[config.mk]
export PLATFORM = sky130hd
export DESIGN_NAME = ysyx_220053_lsu
export DESIGN_NICKNAME = d
export VERILOG_FILES = /design/src/rtl/ysyx_220053_lsu_pkg.sv /design/src/rtl/ysyx_220053_lsu_align.sv /design/src/rtl/ysyx_220053_lsu.sv
export SDC_FILE = /design/constraint.sdc
export NUM_CORES = 1
export LEC_CHECK = 0
export BUFFER_PORTS_ARGS = -buffer_cell sky130_fd_sc_hd__buf_2
export CORE_ASPECT_RATIO = 0.6
export CORE_UTILIZATION = 50
export CTS_CLUSTER_DIAMETER = 30
export DETAILED_ROUTE_END_ITERATION = 8
export MAX_ROUTING_LAYER = met4
export PLACE_DENSITY = 0.86
export REMOVE_ABC_BUFFERS = 1
export SLEW_MARGIN = 20
export SYNTH_ARGS = -nofsm -noshare
export SYNTH_HDL_FRONTEND = slang
export SYNTH_SLANG_ARGS = --single-unit
[constraint.sdc]
create_clock -name clk_i -period 3.5 [get_ports clk_i]
set_clock_uncertainty 0.15 [all_clocks]
set_input_delay 0.175 -clock clk_i [delete_from_list [all_inputs] [get_ports clk_i]]
set_output_delay 0.175 -clock clk_i [all_outputs]
set_load 0.05 [all_outputs]
[src/rtl/ysyx_220053_lsu_pkg.sv]
// Shared load/store unit definitions: MemOp encodings, FSM state encoding and the byte-mask helper.
package ysyx_220053_lsu_pkg;

  // MemOp[2] selects zero-extension; MemOp[1:0] is the access size.
  localparam logic [2:0] OP_W  = 3'b000;
  localparam logic [2:0] OP_B  = 3'b001;
  localparam logic [2:0] OP_H  = 3'b010;
  localparam logic [2:0] OP_D  = 3'b011;
  localparam logic [2:0] OP_WU = 3'b100;
  localparam logic [2:0] OP_BU = 3'b101;
  localparam logic [2:0] OP_HU = 3'b110;

  typedef logic [1:0] state_t;
  localparam state_t S_IDLE  = 2'd0;
  localparam state_t S_ISSUE = 2'd1;
  localparam state_t S_WAIT  = 2'd2;
  localparam state_t S_RESP  = 2'd3;

  function automatic logic [7:0] size_mask(input logic [1:0] sz);
    case (sz)
      2'b01:   size_mask = 8'h01;
      2'b10:   size_mask = 8'h03;
      2'b11:   size_mask = 8'hFF;
      default: size_mask = 8'h0F;
    endcase
  endfunction

endpackage

[src/rtl/ysyx_220053_lsu_align.sv]
// Combinational lane logic: store byte-enables and data shift, alignment/legality checks,
// and load-data extraction with sign or zero extension.
module ysyx_220053_lsu_align
  import ysyx_220053_lsu_pkg::*;
#(
  parameter int XLEN = 64,
  localparam int NB = XLEN / 8,
  localparam int OFFW = $clog2(NB)
) (
  input  logic [2:0]      op_i,
  input  logic            wen_i,
  input  logic [2:0]      addr_lo_i,
  input  logic [XLEN-1:0] wdata_i,
  input  logic [XLEN-1:0] rdata_i,
  output logic [NB-1:0]   wmask_o,
  output logic [XLEN-1:0] wdata_o,
  output logic            misaligned_o,
  output logic            illegal_o,
  output logic [XLEN-1:0] ldata_o
);

  logic [OFFW-1:0] off;
  logic [NB-1:0]   base_mask;
  logic [63:0]     rsh;
  logic [63:0]     ext;

  assign off       = addr_lo_i[OFFW-1:0];
  assign base_mask = NB'(size_mask(op_i[1:0]));
  assign wmask_o   = base_mask << off;
  assign wdata_o   = wdata_i << {off, 3'b000};
  assign rsh       = 64'(rdata_i >> {off, 3'b000});

  always_comb begin
    ext = rsh;
    case (op_i[1:0])
      2'b01:   ext = op_i[2] ? {56'd0, rsh[7:0]}  : {{56{rsh[7]}}, rsh[7:0]};
      2'b10:   ext = op_i[2] ? {48'd0, rsh[15:0]} : {{48{rsh[15]}}, rsh[15:0]};
      2'b00:   ext = op_i[2] ? {32'd0, rsh[31:0]} : {{32{rsh[31]}}, rsh[31:0]};
      default: ext = rsh;
    endcase
  end

  assign ldata_o = ext[XLEN-1:0];

  always_comb begin
    case (op_i[1:0])
      2'b10:   misaligned_o = addr_lo_i[0];
      2'b00:   misaligned_o = |addr_lo_i[1:0];
      2'b11:   misaligned_o = |addr_lo_i;
      default: misaligned_o = 1'b0;
    endcase
  end

  // Unsigned stores have no meaning; doubles do not exist on a 32-bit datapath.
  assign illegal_o = (op_i == 3'b111) || ((op_i[1:0] == 2'b11) && (XLEN == 32)) || (op_i[2] && wen_i);

endmodule

[src/rtl/ysyx_220053_lsu.sv]
// Single-outstanding load/store unit between the core and an aligned-word memory port.
// Request accepted only when idle; every stage holds its outputs until the far side handshakes.
module ysyx_220053_lsu
  import ysyx_220053_lsu_pkg::*;
#(
  parameter int XLEN = 64,
  parameter int AW = 64,
  localparam int NB = XLEN / 8,
  localparam int OFFW = $clog2(NB)
) (
  input  logic            clk_i,
  input  logic            rst_i,
  input  logic            req_valid_i,
  output logic            req_ready_o,
  input  logic [2:0]      req_op_i,
  input  logic            req_wen_i,
  input  logic [AW-1:0]   req_addr_i,
  input  logic [XLEN-1:0] req_wdata_i,
  output logic            rsp_valid_o,
  input  logic            rsp_ready_i,
  output logic [XLEN-1:0] rsp_rdata_o,
  output logic            rsp_err_o,
  output logic            mem_valid_o,
  input  logic            mem_ready_i,
  output logic [AW-1:0]   mem_addr_o,
  output logic            mem_we_o,
  output logic [XLEN-1:0] mem_wdata_o,
  output logic [NB-1:0]   mem_wmask_o,
  input  logic            mem_rvalid_i,
  input  logic [XLEN-1:0] mem_rdata_i
);

  state_t          state_q, state_d;
  logic [2:0]      op_q, op_d;
  logic            wen_q, wen_d;
  logic [AW-1:0]   addr_q, addr_d;
  logic [XLEN-1:0] wdata_q, wdata_d;
  logic [NB-1:0]   wmask_q, wmask_d;
  logic [XLEN-1:0] rdata_q, rdata_d;
  logic            err_q, err_d;

  logic            idle;
  logic [2:0]      al_op;
  logic            al_wen;
  logic [2:0]      al_lo;
  logic [NB-1:0]   al_wmask;
  logic [XLEN-1:0] al_wdata;
  logic [XLEN-1:0] al_ldata;
  logic            al_mis;
  logic            al_ill;

  // One align instance serves both phases: request checks while idle, load extraction later.
  assign idle   = (state_q == S_IDLE);
  assign al_op  = idle ? req_op_i : op_q;
  assign al_wen = idle ? req_wen_i : wen_q;
  assign al_lo  = idle ? req_addr_i[2:0] : addr_q[2:0];

  ysyx_220053_lsu_align #(.XLEN(XLEN)) u_align (
    .op_i         (al_op),
    .wen_i        (al_wen),
    .addr_lo_i    (al_lo),
    .wdata_i      (req_wdata_i),
    .rdata_i      (mem_rdata_i),
    .wmask_o      (al_wmask),
    .wdata_o      (al_wdata),
    .misaligned_o (al_mis),
    .illegal_o    (al_ill),
    .ldata_o      (al_ldata)
  );

  always_comb begin
    state_d = state_q;
    op_d    = op_q;
    wen_d   = wen_q;
    addr_d  = addr_q;
    wdata_d = wdata_q;
    wmask_d = wmask_q;
    rdata_d = rdata_q;
    err_d   = err_q;
    case (state_q)
      S_IDLE: begin
        if (req_valid_i) begin
          op_d    = req_op_i;
          wen_d   = req_wen_i;
          addr_d  = req_addr_i;
          wdata_d = al_wdata;
          wmask_d = req_wen_i ? al_wmask : '0;
          rdata_d = '0;
          err_d   = al_mis | al_ill;
          state_d = (al_mis | al_ill) ? S_RESP : S_ISSUE;
        end
      end
      S_ISSUE: begin
        if (mem_ready_i) state_d = wen_q ? S_RESP : S_WAIT;
      end
      S_WAIT: begin
        if (mem_rvalid_i) begin
          rdata_d = al_ldata;
          state_d = S_RESP;
        end
      end
      default: begin
        if (rsp_ready_i) state_d = S_IDLE;
      end
    endcase
  end

  always_ff @(posedge clk_i) begin
    if (rst_i) begin
      state_q <= S_IDLE;
      op_q    <= '0;
      wen_q   <= 1'b0;
      addr_q  <= '0;
      wdata_q <= '0;
      wmask_q <= '0;
      rdata_q <= '0;
      err_q   <= 1'b0;
    end else begin
      state_q <= state_d;
      op_q    <= op_d;
      wen_q   <= wen_d;
      addr_q  <= addr_d;
      wdata_q <= wdata_d;
      wmask_q <= wmask_d;
      rdata_q <= rdata_d;
      err_q   <= err_d;
    end
  end

  assign req_ready_o = idle;
  assign mem_valid_o = (state_q == S_ISSUE);
  assign mem_addr_o  = {addr_q[AW-1:OFFW], {OFFW{1'b0}}};
  assign mem_we_o    = mem_valid_o & wen_q;
  assign mem_wdata_o = wdata_q;
  assign mem_wmask_o = wmask_q;
  assign rsp_valid_o = (state_q == S_RESP);
  assign rsp_rdata_o = rdata_q;
  assign rsp_err_o   = err_q;

endmodule

; Word level (Yosys, flattened, before mapping)
; Index checks and enable logic that the tools add are counted.
; W data, S select, Z words.
[totals]
latchBits = 0
reg_bits = 207
output_inout_bits = 205
in_bits = 202
word_cells = 54
mem_bits_rw = 0
romBits = 0
mem_count = 0
[op_classes]
n_lt_le_gt_ge = 0
shift = 3
n_div = 0
mul = 0
n_bitwise = 2
n_reduce_logical = 11
n_eq_ne = 10
add_sub_neg = 0
mux = 20
[ops]
columns = operator, count
row1 = $mux W64, 5
row2 = $pmux W64 S3, 1
row3 = $pmux W64 S2, 1
row4 = $shl A64 B6 Y64, 1
row5 = $shr A64 B6 Y64, 1
row6 = $pmux W8 S3, 1
row7 = $mux W2, 5
row8 = $eq A2 B2 Y1 const B, 4
row9 = $mux W8, 1
row10 = $shl A8 B3 Y8, 1
row11 = $mux W3, 2
row12 = $pmux W2 S3, 1
row13 = $eq A2 B1 Y1 const B, 2
row14 = $logic_not A2 Y1, 2
row15 = $ne A2 B2 Y1 const B, 2
row16 = $reduce_and A4 Y1, 1
row17 = $reduce_bool A4 Y1, 1
row18 = $eq A3 B3 Y1 const B, 1
row19 = $pmux W1 S3, 1
row20 = $reduce_and A3 Y1, 1
row21 = $reduce_or A3 Y1, 1
row22 = $mux W1, 2
row23 = $ne A2 B1 Y1 const B, 1
row24 = $reduce_and A2 Y1, 1
row25 = other kinds (6), 6

; Logic depth before layout (Yosys ltp)
[logic_depth]
word_depth = 8
mapped_depth = 13
ltp_nobuf = 10

; Cells and area by module
; A second synthesis with hierarchy kept.
[hier_totals]
cells_unflattened = 1602
hier_area_um2 = 12577.1
[by_module_without_submodules]
columns = module, seq_area_each_um2, instances, area_each_um2, cells_per_inst
row1 = ysyx_220053_lsu, 4144.0, 1, 8094.0, 1005
row2 = ysyx_220053_lsu_align, 0.0, 1, 4483.0, 597

; Worst setup path before layout
; No wires, ideal clock.
[synth_timing]
path_kind = register to register
start = register state_q[0]
end = register rdata_q[10] (netlist: rsp_rdata_o[10])
arrival_time_ns = 3.077
stages_incl_launch_ff = 12
setup_slack_ns = 0.154
synth_period_minus_slack_ns = 3.346
setup_ns = 0.120
required_ns = 3.230
n_path_buf = 3
cell_sequence = dfxtp_1 > inv_1 > ha_1 > buf_6 > buf_2 > mux2i_1 > inv_1 > ha_1 > clkbuf_1 > o31ai_1 > nor3_1 > a211o_1
[synth_via]
elab_chain_len = 7
elab_cells_between_ends = 18
cone_classes = 5 x eq/ne / 1 x shift / 8 x mux / 4 x reduce/logical
[synth_lines]
columns = element, line_no
row1 = "start, declared", ysyx_220053_lsu.sv:33  ; state_t state_q, state_d;
row2 = "start signal, assigned", ysyx_220053_lsu.sv:119  ; state_q <= state_d;
row3 = $logic_not A2 Y1 (*), ysyx_220053_lsu.sv:53  ; assign idle = (state_q == S_IDLE);
row4 = via req_ready_o, ysyx_220053_lsu.sv:14  ; output logic req_ready_o,
row5 = $mux W3, ysyx_220053_lsu.sv:56  ; assign al_lo = idle ? req_addr_i[2:0] : addr_q[2:0];
row6 = $shr A64 B6 Y64, ysyx_220053_lsu_align.sv:31  ; assign rsh = 64'(rdata_i >> {off, 3'b000});
row7 = $mux W64 (on tied branches), "ysyx_220053_lsu_align.sv:38, ysyx_220053_lsu_align.sv:36, ysyx_220053_lsu_align.sv:37"
row8 = $pmux W64 S3, ysyx_220053_lsu_align.sv:35  ; case (op_i[1:0])
row9 = $mux W64, ysyx_220053_lsu.sv:97  ; if (mem_rvalid_i) begin
row10 = $pmux W64 S2, ysyx_220053_lsu.sv:80  ; case (state_q)
row11 = "end signal, assigned", ysyx_220053_lsu.sv:125  ; rdata_q <= rdata_d;
row12 = "end, declared", ysyx_220053_lsu.sv:39  ; logic [XLEN-1:0] rdata_q, rdata_d;
; Mark *: on every way through the listed nets, which the timed path passes. The rest lies on a longest branch. The select of a mux whose other input is x is not followed.
; A chain may end at the register's enable or synchronous reset.

; Final worst setup path
[layout_timing]
start = register state_q[0]
end = register wdata_q[41] (netlist: mem_wdata_o[41])
[layout_via]
elab_chain_len = 3
elab_cells_between_ends = 4
cone_classes = 1 x shift / 1 x mux / 2 x reduce/logical
[layout_lines]
columns = element, line_no
row1 = $logic_not A2 Y1 (*), "ysyx_220053_lsu.sv:53, ysyx_220053_lsu.sv:80"
row2 = $mux W3, ysyx_220053_lsu.sv:56
row3 = $shl A64 B6 Y64, ysyx_220053_lsu_align.sv:30  ; assign wdata_o = wdata_i << {off, 3'b000};
row4 = "end signal, assigned", ysyx_220053_lsu.sv:123  ; wdata_q <= wdata_d;
row5 = "end, declared", ysyx_220053_lsu.sv:37  ; logic [XLEN-1:0] wdata_q, wdata_d;
; Mark *: on every way between the ends. The rest lies on a longest branch, timed or not.

==> impl_metrics.ini <==
[power]
power_density_mw_per_mm2 = 846
p_clk_frac = 0.270
switchingPower_mw = 5.87
p_sw_frac = 0.457
leakagePower_nw = 7.23
intPower_mw = 6.98
power_frac_seq = 0.225
ir_drop_mv = 0.620
power_frac_comb = 0.504

[run]
max-cap-violations = 0

[route]
routed-wl-met2_mm = 19.0
routed_wl_mm = 43.7
met1_length_mm = 17.3
viasPerCell = 6.08
drtAntennaViolNets = 0
first_pass_iters = 9
wire_per_inst_um = 20.8
initialDrtViolationCount = 1448
vias = 12800
wl_met3_mm = 5.38
top_layer = met4
drc_errors = 0

[critical_path]
critPathMaxStageDelay_ps = 480
cp_cell_sequence = inv_1, ha_1, buf_12, mux2i_4, buf_4, nand2_1, nor2_1, a21oi_1, a211oi_1
crit_slowest_cell = buf_4
end_kind = register
crit_fanout = 37
crit_required_ps = 3730
start_kind = register
worstPathArrival_ps = 3430
criticalPathCategory = reg2reg
r2r_setup_slack_ps = 300

[clock_tree]
numCtsBuffers = 34
cts_max_level = 2
root_buffer = clkbuf_16
clock_latency_ps = 510
clkTransAtPathRegs_ps = 50
clk_path_buf_depth = 3
clock_sinks = 207
cts_resized = 0
cts_tree = built

[layout]
mostFrequentLayoutCell = buf_2
final_util = 0.710
fin_nets = 2004
stdcell_area_mm2 = 0.0152
final_cell_mix = 402 x buf_2, 343 x nand2_1, 207 x dfxtp_1
syn_to_final_growth_pct = 36.5
drive_gt1_frac = 0.299

[global_routing]
grt_pass1_wl_mm = 66.9
grt_pass1_vias = 12200
grt_usage = 0.376
antenna_found_initial = 3
grt_max_degree = 102
gr-total-overflow = 0

[min_path]
hold_path.class = in2reg

[floorplan]
start_util = 0.520
die_h_um = 118
num_io_pins = 407
die_w_um = 195
row_count = 41
die_area_mm2 = 0.0229
core_area_mm2 = 0.0214

[timing]
finalMaxSlewViolations = 0
whs_ps = 14.0
fmax_ghz = 0.313
fin_crit_ps = 3200
rsz0062_at_grt = false
worst_pin_slew_ps = 1110
final-setup-viol-count = 0
max_slew_margin = 0.258
fin_crit_sh = 0.914
hold_viol = 0

[logic_synthesis]
synthTopCellsByArea = dfxtp_1 37%, nand2_1 12%, mux2i_1 5.6%
ys_seq_area_frac = 0.372
yosys.area.top_type_share = 0.372
post-synth-top-area-cell = dfxtp_1
syn_area_per_cell_um2 = 8.02
syn_inst = 1388
ys_seq_elements = 207
synth_edf_count = 0
async_flop_share = 0
yosysWarnings = 0
synth_ff_type = dfxtp_1
synth_area_mm2 = 0.0111
synthDistinctLibCells = 62

[placement]
gp_congestion = 0.924
place_hpwl_mm = 28.2
io_buffers = 403
placed_cell_area_mm2 = 0.0129

[outcome]
status = finished clean
==> flip-flops by register name, summed over array words and instances, names as in the netlist <==
name,flops
rsp_err_o,1
mem_wdata_o,64
wen_q,1
mem_wmask_o,8
op_q,3
state_q,2
rsp_rdata_o,64
addr_q,64
==> final timing paths <==
kind,cells past startpoint,end,startpoint
hold / removal,2,mem_wdata_o[15],rst_i
hold reg to reg,2,rsp_rdata_o[1],rsp_rdata_o[1]
setup reg to reg,9,mem_wdata_o[41],state_q[0]
setup / recovery,9,mem_wdata_o[41],state_q[0]
==> final cells by class <==
cell class                 instances  area, µm²
fill                            1546       6200
multi-input combinational        999       6040
sequential                       207       4140
timing repair buffer             544       3440
clock buffer                      40        925
tap                              279        349
clock inverter                    20        254
inverter                           7       26.3
antenna                            3       7.51
==> cell families (layout without fill, tap and decap cells) <==
family                     count (synthesis)  in the layout  synth area share
other                                      1              6          0.000337
adders and majority gates                  9              9            0.0101
buffers and inverters                    184            611            0.0919
and+or+nand+nor                          583            583             0.217
muxes                                     92             92             0.112
DFF                                      207            207             0.372
AOI/OAI and AO/OA                        312            312             0.196
==> routing by layer <==
metal	up-vias	track usage
met4	0	0.172
met3	189	0.0957
met1	5906	0.470
met2	1009	0.570
li1	5664	-
met5	-	-
==> cell usage after synthesis (25+ instances only) <==
cell        n
nand2_1   344
nand3_1    52
buf_4      76
mux2i_1    62
dfxtp_1   207
a221o_1    45
nor3_1     29
a22oi_1    27
and3_1     26
clkbuf_1   65
buf_2      25
nor2_1    115
a211oi_1   27
a21oi_1   110
==> through the flow <==
step,TNS (ps),instances,power (mW),worst slack [ps]
finish,0,2099,12.8,303
global route,0,2099,13.4,218
CTS,0,2096,12.6,267
detailed placement,0,1931,9.07,285
global placement,0,1931,8.93,459
floorplan,-237460,1213,7.28,-2030
==> power groups by stage <==
stage	clock (mW)	sequential, mW	combinational, mW
after detailed placement	0	2.92	6.14
after CTS	3.49	2.88	6.28
after global routing	3.62	2.93	6.85
after global placement	0	2.90	6.03
after floorplan	0	3.97	3.31
final	3.47	2.89	6.48
==> critical path: cells and delay by family (launching register included) <==
family / cells / cell delay (ps)
fa+ha+maj: 1 / 320
compound gates: 2 / 370
simple gates: 2 / 680
flops: 1 / 340
buf+inv: 3 / 780
mux: 1 / 410
==> timing repair <==
action	in CTS	in global routing
endpoints found under the hold margin	128	0
buffers inserted	0	0
hold buffers	105	0
setup endpoints to repair	0	0
Note: power is estimated with default switching activity, not from simulation.
